<file path="src/rtl/pressure_pkg.sv">
`timescale 1ns/1ps
`default_nettype none
// ============================================================================
//  Module   : pressure_pkg
//  Purpose  : Shared types and defaults for the pressure cycle controller:
//             FSM state encoding, sticky fault reasons, and the default
//             rise timeout / vent-safe threshold.
//  Ports    : none (package)
//  Revision : 1.0 - initial release
// ============================================================================
package pressure_pkg;

  // Encodings are exported on the debug 'state' port; keep them stable.
  typedef enum logic [2:0] {
    IDLE       = 3'd0,
    PRESSURIZE = 3'd1,
    HOLD       = 3'd2,
    VENT       = 3'd3,
    DONE       = 3'd4,
    FAULT      = 3'd5
  } state_t;

  typedef enum logic [1:0] {
    NOT_CLOSED = 2'd0,
    LEAK       = 2'd1,
    DROP       = 2'd2,
    COVER      = 2'd3
  } fault_t;

  localparam logic [15:0] DEF_RISE_TIMEOUT = 16'd64;
  localparam logic [15:0] DEF_VENT_SAFE    = 16'd256;

endpackage
`default_nettype wire

</file>
<file path="src/rtl/tick_counter.sv">
`timescale 1ns/1ps
`default_nettype none
// ============================================================================
//  Module   : tick_counter
//  Purpose  : Loadable down-counter that steps only on process ticks and
//             stops at zero. Used for the HOLD duration.
//  Ports    : clk, rst_n (async, active-low)
//             en       - process tick
//             load     - load load_val (takes precedence over decrement)
//             dec      - decrement allowed this cycle (gated with en)
//             load_val - value to load
//             zero     - count is zero
//  Revision : 1.0 - initial release
// ============================================================================
module tick_counter #(
  parameter int WIDTH = 16
) (
  input  logic             clk,
  input  logic             rst_n,
  input  logic             en,
  input  logic             load,
  input  logic             dec,
  input  logic [WIDTH-1:0] load_val,
  output logic             zero
);

  logic [WIDTH-1:0] r_count;

  always_ff @(posedge clk or negedge rst_n) begin
    if (!rst_n) begin
      r_count <= '0;
    end else if (load) begin
      r_count <= load_val;
    end else if (dec && en && (r_count != '0)) begin
      r_count <= r_count - WIDTH'(1);
    end
  end

  assign zero = (r_count == '0);

endmodule
`default_nettype wire

</file>
<file path="src/rtl/pressure_cycle_ctrl.sv">
`timescale 1ns/1ps
`default_nettype none
// ============================================================================
//  Module   : pressure_cycle_ctrl
//  Purpose  : Sequences one pressure cycle: pressurize to the high band,
//             hold for a tick count, vent below the safe threshold, then
//             release the cover. Faults (cover not closed, leak, pressure
//             drop, cover opened) are latched with a sticky reason code.
//  Ports    : clk, rst_n (async, active-low), en (process tick)
//             start, abort, fault_clr, hold_ticks[15:0]
//             S_pressure[15:0], S_pressure_low/high, S_cover_closed/
//             opened/leaky
//             X_pressurize, X_cover_lock, busy, done, fault,
//             fault_code[1:0], state[2:0]
//  Revision : 1.0 - initial release
// ============================================================================
module pressure_cycle_ctrl
  import pressure_pkg::*;
#(
  parameter logic [15:0] RISE_TIMEOUT = DEF_RISE_TIMEOUT,
  parameter logic [15:0] VENT_SAFE    = DEF_VENT_SAFE
) (
  input  logic        clk,
  input  logic        rst_n,
  input  logic        en,
  input  logic        start,
  input  logic        abort,
  input  logic        fault_clr,
  input  logic [15:0] hold_ticks,
  input  logic [15:0] S_pressure,
  input  logic        S_pressure_low,
  input  logic        S_pressure_high,
  input  logic        S_cover_closed,
  input  logic        S_cover_opened,
  input  logic        S_cover_leaky,
  output logic        X_pressurize,
  output logic        X_cover_lock,
  output logic        busy,
  output logic        done,
  output logic        fault,
  output logic [1:0]  fault_code,
  output logic [2:0]  state
);

  state_t      r_state;
  fault_t      r_fault_code;
  logic [15:0] r_rise_cnt;
  logic        w_hold_zero;
  logic        w_hold_load;
  logic        w_safe;

  // Leak status is reported by the plant but never steers the sequence.
  logic unused_cover_leaky;
  assign unused_cover_leaky = S_cover_leaky;

  assign w_safe      = (S_pressure < VENT_SAFE);
  // hold_ticks is captured only when a cycle is actually accepted.
  assign w_hold_load = (r_state == IDLE) && start && S_cover_closed;

  tick_counter #(
    .WIDTH (16)
  ) u_hold_cnt (
    .clk      (clk),
    .rst_n    (rst_n),
    .en       (en),
    .load     (w_hold_load),
    .dec      (r_state == HOLD),
    .load_val (hold_ticks),
    .zero     (w_hold_zero)
  );

  // Within each active state the branch order encodes priority:
  // cover opened, then abort, then fault conditions, then progression.
  always_ff @(posedge clk or negedge rst_n) begin
    if (!rst_n) begin
      r_state      <= IDLE;
      r_fault_code <= NOT_CLOSED;
      r_rise_cnt   <= '0;
    end else begin
      case (r_state)
        IDLE: begin
          if (start) begin
            if (S_cover_closed) begin
              r_rise_cnt <= '0;
              r_state    <= PRESSURIZE;
            end else begin
              r_fault_code <= NOT_CLOSED;
              r_state      <= FAULT;
            end
          end
        end

        PRESSURIZE: begin
          if (en && (r_rise_cnt != 16'hFFFF)) begin
            r_rise_cnt <= r_rise_cnt + 16'd1;
          end
          if (S_cover_opened) begin
            r_fault_code <= COVER;
            r_state      <= FAULT;
          end else if (abort) begin
            r_state <= VENT;
          end else if (S_pressure_high) begin
            // Reaching the band wins over a coincident timeout.
            r_state <= HOLD;
          end else if (r_rise_cnt == RISE_TIMEOUT) begin
            r_fault_code <= LEAK;
            r_state      <= FAULT;
          end
        end

        HOLD: begin
          if (S_cover_opened) begin
            r_fault_code <= COVER;
            r_state      <= FAULT;
          end else if (abort) begin
            r_state <= VENT;
          end else if (S_pressure_low) begin
            r_fault_code <= DROP;
            r_state      <= FAULT;
          end else if (w_hold_zero) begin
            r_state <= VENT;
          end
        end

        VENT: begin
          if (S_cover_opened) begin
            r_fault_code <= COVER;
            r_state      <= FAULT;
          end else if (w_safe) begin
            r_state <= DONE;
          end
        end

        DONE: begin
          r_state <= IDLE;
        end

        FAULT: begin
          if (fault_clr && w_safe) begin
            r_state <= IDLE;
          end
        end

        default: begin
          r_state <= IDLE;
        end
      endcase
    end
  end

  // Outputs decode the registered state; HOLD regulates the compressor
  // directly off the high flag, and FAULT keeps the cover latched while
  // the vessel is still pressurised.
  always_comb begin
    X_pressurize = 1'b0;
    X_cover_lock = 1'b0;
    case (r_state)
      PRESSURIZE: begin
        X_pressurize = 1'b1;
        X_cover_lock = 1'b1;
      end
      HOLD: begin
        X_pressurize = !S_pressure_high;
        X_cover_lock = 1'b1;
      end
      VENT: begin
        X_cover_lock = 1'b1;
      end
      FAULT: begin
        X_cover_lock = !w_safe;
      end
      default: begin
        X_pressurize = 1'b0;
        X_cover_lock = 1'b0;
      end
    endcase
  end

  assign busy       = (r_state != IDLE);
  assign done       = (r_state == DONE);
  assign fault      = (r_state == FAULT);
  assign fault_code = r_fault_code;
  assign state      = r_state;

endmodule
`default_nettype wire

</file>
<file path="config.mk">
export PLATFORM = sky130hd
export DESIGN_NAME = pressure_cycle_ctrl
export DESIGN_NICKNAME = d
export VERILOG_FILES = /design/src/rtl/pressure_pkg.sv /design/src/rtl/tick_counter.sv /design/src/rtl/pressure_cycle_ctrl.sv
export SDC_FILE = /design/constraint.sdc
export NUM_CORES = 1
export LEC_CHECK = 0
export BUFFER_PORTS_ARGS = -buffer_cell sky130_fd_sc_hd__buf_4
export CAP_MARGIN = 20
export CORE_UTILIZATION = 43
export CTS_CLUSTER_DIAMETER = 150
export DETAILED_ROUTE_END_ITERATION = 6
export PLACE_DENSITY = 0.65
export SYNTH_ARGS = -nofsm -noshare
export SYNTH_HDL_FRONTEND = slang
export SYNTH_SLANG_ARGS = --single-unit
</file>
<file path="constraint.sdc">
create_clock -name clk -period 5.5 [get_ports clk]
set_input_delay 1.1 -clock clk [delete_from_list [all_inputs] [get_ports clk]]
set_output_delay 1.1 -clock clk [all_outputs]
set_load 0.02 [all_outputs]
</file>
-- Word-level counts from Yosys, hierarchy flattened
Cells that the tools add are included.
- bits in latches: 0
- bits in read-only memories: 0
- memories kept: 0
- flip-flop bits (word level): 37
- output and inout port bits: 10
- logic and storage cells: 80
- RAM bits: 0
- input bits: 43
- eq/ne operators: 21
- mux-type cells: 33
- reductions and logical operators: 19
- multipliers: 0
- shift-type cells: 0
- $add $sub $neg: 2
- bitwise operators: 0
- order comparisons: 1
- div/mod/pow operators: 0
- operators with widths (cell ; number):
    2-to-1 mux 16 bit ; 5
    2-to-1 mux 3 bit ; 13
    one-hot mux 16 bit (2 select lines) ; 1
    2-to-1 mux 2 bit ; 10
    != test 3 bit (second input constant) ; 6
    adder 16 x 1 -> 16 bit (second input constant) ; 1
    == test 16 x 7 -> 1 bit (second input constant) ; 1
    zero test 16 bit ; 1
    < comparator 16 x 9 -> 1 bit (second input constant) ; 1
    != test 16 bit (second input constant) ; 1
    nonzero test 16 bit ; 1
    subtractor 16 x 1 -> 16 bit (second input constant) ; 1
    one-hot mux 3 bit (5 select lines) ; 1
    != test 2 bit (second input constant) ; 5
    != test 5 bit (second input constant) ; 2
    AND reduction 9 bit ; 1
    one-hot mux 2 bit (4 select lines) ; 1
    == test 3 x 2 -> 1 bit (second input constant) ; 2
    == test 3 bit (second input constant) ; 2
    logical AND 1 bit ; 6
    AND reduction 5 bit ; 1
    one-hot mux 1 bit (2 select lines) ; 2
    AND reduction 4 bit ; 1
    nonzero test 2 bit ; 2
    other kinds (7) ; 8

-- Depth between registers and ports, before layout
- depth after elaboration: 6
- depth in mapped cells: 7
- mapped depth without buffers: 7

-- By module
Synthesis repeated with hierarchy kept, for this count alone.
- cells, all modules: 292
- area, all modules: 2503.7 µm²
- modules (own cells, without submodules) (module ; area each (µm²) ; instances ; cells each ; sequential area each (µm²)):
    pressure_cycle_ctrl ; 1436.4 ; 1 ; 165 ; 525.5
    tick_counter ; 1067.3 ; 1 ; 127 ; 400.4

-- Least setup slack after synthesis
OpenSTA, ideal clock, no wires.
- kind: input port to output port
- start: input port S_pressure[11]
- end: output port X_cover_lock
- path buffers: 0
- data required time: 4.400 ns
- arrival: 1.955 ns
- stages: 3
- setup slack: 2.445 ns
- cell sequence: or4_1 > o21ai_0 > a21oi_1
- word-level cells in the longest chain between the ends: 3
- ends and longest elaborated chain (element ; RTL line ; source):
    from (decl) ; pressure_cycle_ctrl.sv:30 ; input logic [15:0] S_pressure,
    < comparator 16 x 9 -> 1 bit ; pressure_cycle_ctrl.sv:56 ; assign w_safe = (S_pressure < VENT_SAFE);
    zero test 1 bit ; pressure_cycle_ctrl.sv:170 ; X_cover_lock = !w_safe;
    one-hot mux 1 bit (2 select lines) ; pressure_cycle_ctrl.sv:157 ; case (r_state)
    to (decl) ; pressure_cycle_ctrl.sv:37 ; output logic X_cover_lock,
No other way between the ends.

-- Worst setup path after layout
Same ends and word-level chain as after synthesis.

==> results.sh <==
export IMPL_synth_top_family_by_area="simple AND/OR/NAND/NOR gates"
export IMPL_finalCriticalPeriod_ns=3.28
export IMPL_place_ws_ns=2.22
export IMPL_track_usage=0.195
export IMPL_post_cts_buffers=0
export IMPL_rows=27
export IMPL_synth_most_common_cell="dfrtp_1"
export IMPL_cp_common_cell="buf_4"
export IMPL_crit_required_ns=4.40
export IMPL_postCtsHoldBufs=0
export IMPL_drt_pass1_iterations=4
export IMPL_synthAdderAreaFrac=0.0202
export IMPL_tightest_slew_ns=0.862
export IMPL_status="finished clean"
export IMPL_drc_errors=0
export IMPL_setup_slack_ns=2.22
export IMPL_place_inst=386
export IMPL_synth_top_area_frac=0.374
export IMPL_clk_path_buf_depth=2
export IMPL_fin_crit_sh=0.597
export IMPL_yosys_top_cells_count="dfrtp_1 (37), nand2_1 (30), nor2_1 (27)"
export IMPL_crit_slowest_cell="or4_1"
export IMPL_cap_violations=0
export IMPL_worstSetupEndpointType="primary output"
export IMPL_nNetsFinal=368
export IMPL_min_path_type="register to register"
export IMPL_skew_ns=0.00760
export IMPL_yosys_top_cells_area="dfrtp_1 (37%), xnor2_1 (5.0%), nand2_1 (4.6%), nor2_1 (4.1%), nand3_1 (3.4%)"
export IMPL_synth_cell_area_um2=2470
export IMPL_cts_resized_gates=0
export IMPL_crit_path_max_incr_delay_ns=0.53
export IMPL_worst_hold_slack_ns=0.506
export IMPL_synthArstFlopShare=1.00
export IMPL_yosysSeqAreaShare=0.374
export IMPL_gp_congestion=0.789
export IMPL_yosys_area_share_simple=0.293
export IMPL_fmax_mhz=305
export IMPL_crit_fanout=2
export IMPL_synth_enable_flop_cells=0
export IMPL_setup_viol=0
export IMPL_numPortBuffers=43
export IMPL_cp_arrival_ns=2.18
export IMPL_yosys_warnings=0
export IMPL_ir_worst_vdd_mv=0.279
export IMPL_synth_compound_area_frac=0.191
export IMPL_finalHoldViolCount=0
export IMPL_dp_hpwl_um=3920
export IMPL_final_antenna_net_count=0
export IMPL_rsz0062_at_grt="no"
export IMPL_first_iter_violations=84
export IMPL_initial_utilization=0.446
export IMPL_cts_root_buffer="clkbuf_8"
export IMPL_grt_max_degree=38
export IMPL_fin_setup_tns_ns=0
export IMPL_io_pins=53
export IMPL_area_growth_pct=19.8
export IMPL_synth_cell_types=55
export IMPL_cts_sinks=37
export IMPL_synth_avg_cell_area_um2=8.77
export IMPL_finalNonFillerCells=394
export IMPL_htreeDepth=2
export IMPL_grt_antenna_before_repair=0
export IMPL_synth_nets=329
export IMPL_slew_headroom=0.424
export IMPL_yosys_register_bits=37
export IMPL_via_count=2199
export IMPL_vias_per_cell=5.58
export IMPL_syn_instance_count=282
export IMPL_grt_pass1_vias=2026
export IMPL_dieArea_um2=6060
export IMPL_antenna_cells=0
export IMPL_wl_um=5570
export IMPL_slew_viol_final=0
export IMPL_drive_gt1_frac=0.208
export IMPL_cp_top_family="simple AND/OR/NAND/NOR gates"
export IMPL_synth_flop_cell="dfrtp_1"
export IMPL_leakagePower_nw=1.22
export IMPL_numCtsBuffers=5
export IMPL_startpoint_type="input pin"
export IMPL_wl_per_cell_um=14.1
export IMPL_worstSetupPathType="input pin to primary output"
export IMPL_fp_dieH_um=77.8
export IMPL_clk_latency_ns=0.28
export IMPL_synth_xor_xnor_area_share=0.0673
export IMPL_path_buf_inv=2
export IMPL_power_density_nw_per_um2=428
export IMPL_grt_pass1_wl_um=9430
export IMPL_grt_overflow=0
export IMPL_path_cells="buf_4, or4_1, o21ai_0, a21oi_1, buf_4"
export IMPL_die_x_um=77.8
export IMPL_synth_top_area_cell="dfrtp_1"
export IMPL_cts_tree="done"
export IMPL_core_um2=5540
export IMPL_synth_mux_area_frac=0.0167
export IMPL_path_clk_slew_ns=0.07
area by class of cell:
type                    instances  area (um^2)
fillers                       521         2580
multi-input cells             221         1450
repair buffers                 44          330
clock buffers                   7         86.3
clock inverters                 1         30.0
well taps                      72         90.1
flip-flops and latches         37          926
inverters                      12         45.0
placed cells by master (no fill, tap or decap), drive strengths merged, types with 5 or more instances in the layout:
cell type	n
o21ai	17
a2111oi	8
clkbuf	7
xnor2	14
nor4	5
nand2	30
a21oi	12
nand2b	5
xor2	5
nor2	27
nand3	17
inv	12
buf	44
nor3	15
dfrtp	37
through the flow:
stage / power (mW) / area, um^2 / util
6_report: 1.27 / 2960 / 0.535
3_3_place_gp: 1.02 / 2850 / 0.514
4_1_cts: 1.28 / 2960 / 0.535
2_1_floorplan: 0.859 / 2470 / -
3_5_place_dp: 1.03 / 2850 / 0.514
5_1_grt: 1.37 / 2960 / 0.535
logic make-up after synthesis:
group,Yosys count
buffers and inverters,24
and+or+nand+nor,130
muxes,4
AOI/OAI and AO/OA,64
adders and majority gates,4
DFF,37
xor gates and xnor gates,19
flip-flops by register name, indices dropped and copies added (netlist names):
register and count:
fault_code 2, r_rise_cnt 16, state 3, u_hold_cnt.r_count 16
per-layer routing:
layer  part of all wire  global-route usage  vias up
met4             0.0043              0.0509        0
met2               0.48               0.319       49
li1                   -                   -     1115
met3              0.041              0.0400        2
met1               0.48               0.261     1033
met5                  0                   0        -
worst register-to-register path, cell delays in order (launching register included):
cell and delay [ns]:
dfrtp_1 0.42, ha_1 0.19, nand3_1 0.25, nor2_1 0.76, a21oi_1 0.28, o21ai_0 0.22
nand3_1 0.09
report_power, final:
group          internal [mW]  switching, mW
Combinational          0.243          0.281
Clock                  0.148         0.0970
Sequential             0.360          0.138
final timing paths:
path                                startpoint                endpoint  slack [ns]  cells past startpoint
min in group asynchronous                rst_n  u_hold_cnt.r_count[14]        0.77                      1
worst max-delay path            S_pressure[11]            X_cover_lock        2.22                      5
worst min register to register   fault_code[1]           fault_code[1]        0.51                      1
worst max register to register   r_rise_cnt[0]          r_rise_cnt[13]        3.16                      6
worst min-delay path             fault_code[1]           fault_code[1]        0.51                      1
max in group asynchronous                rst_n           r_rise_cnt[7]        4.37                      1
No activity file was read; power rests on OpenSTA's default activity.
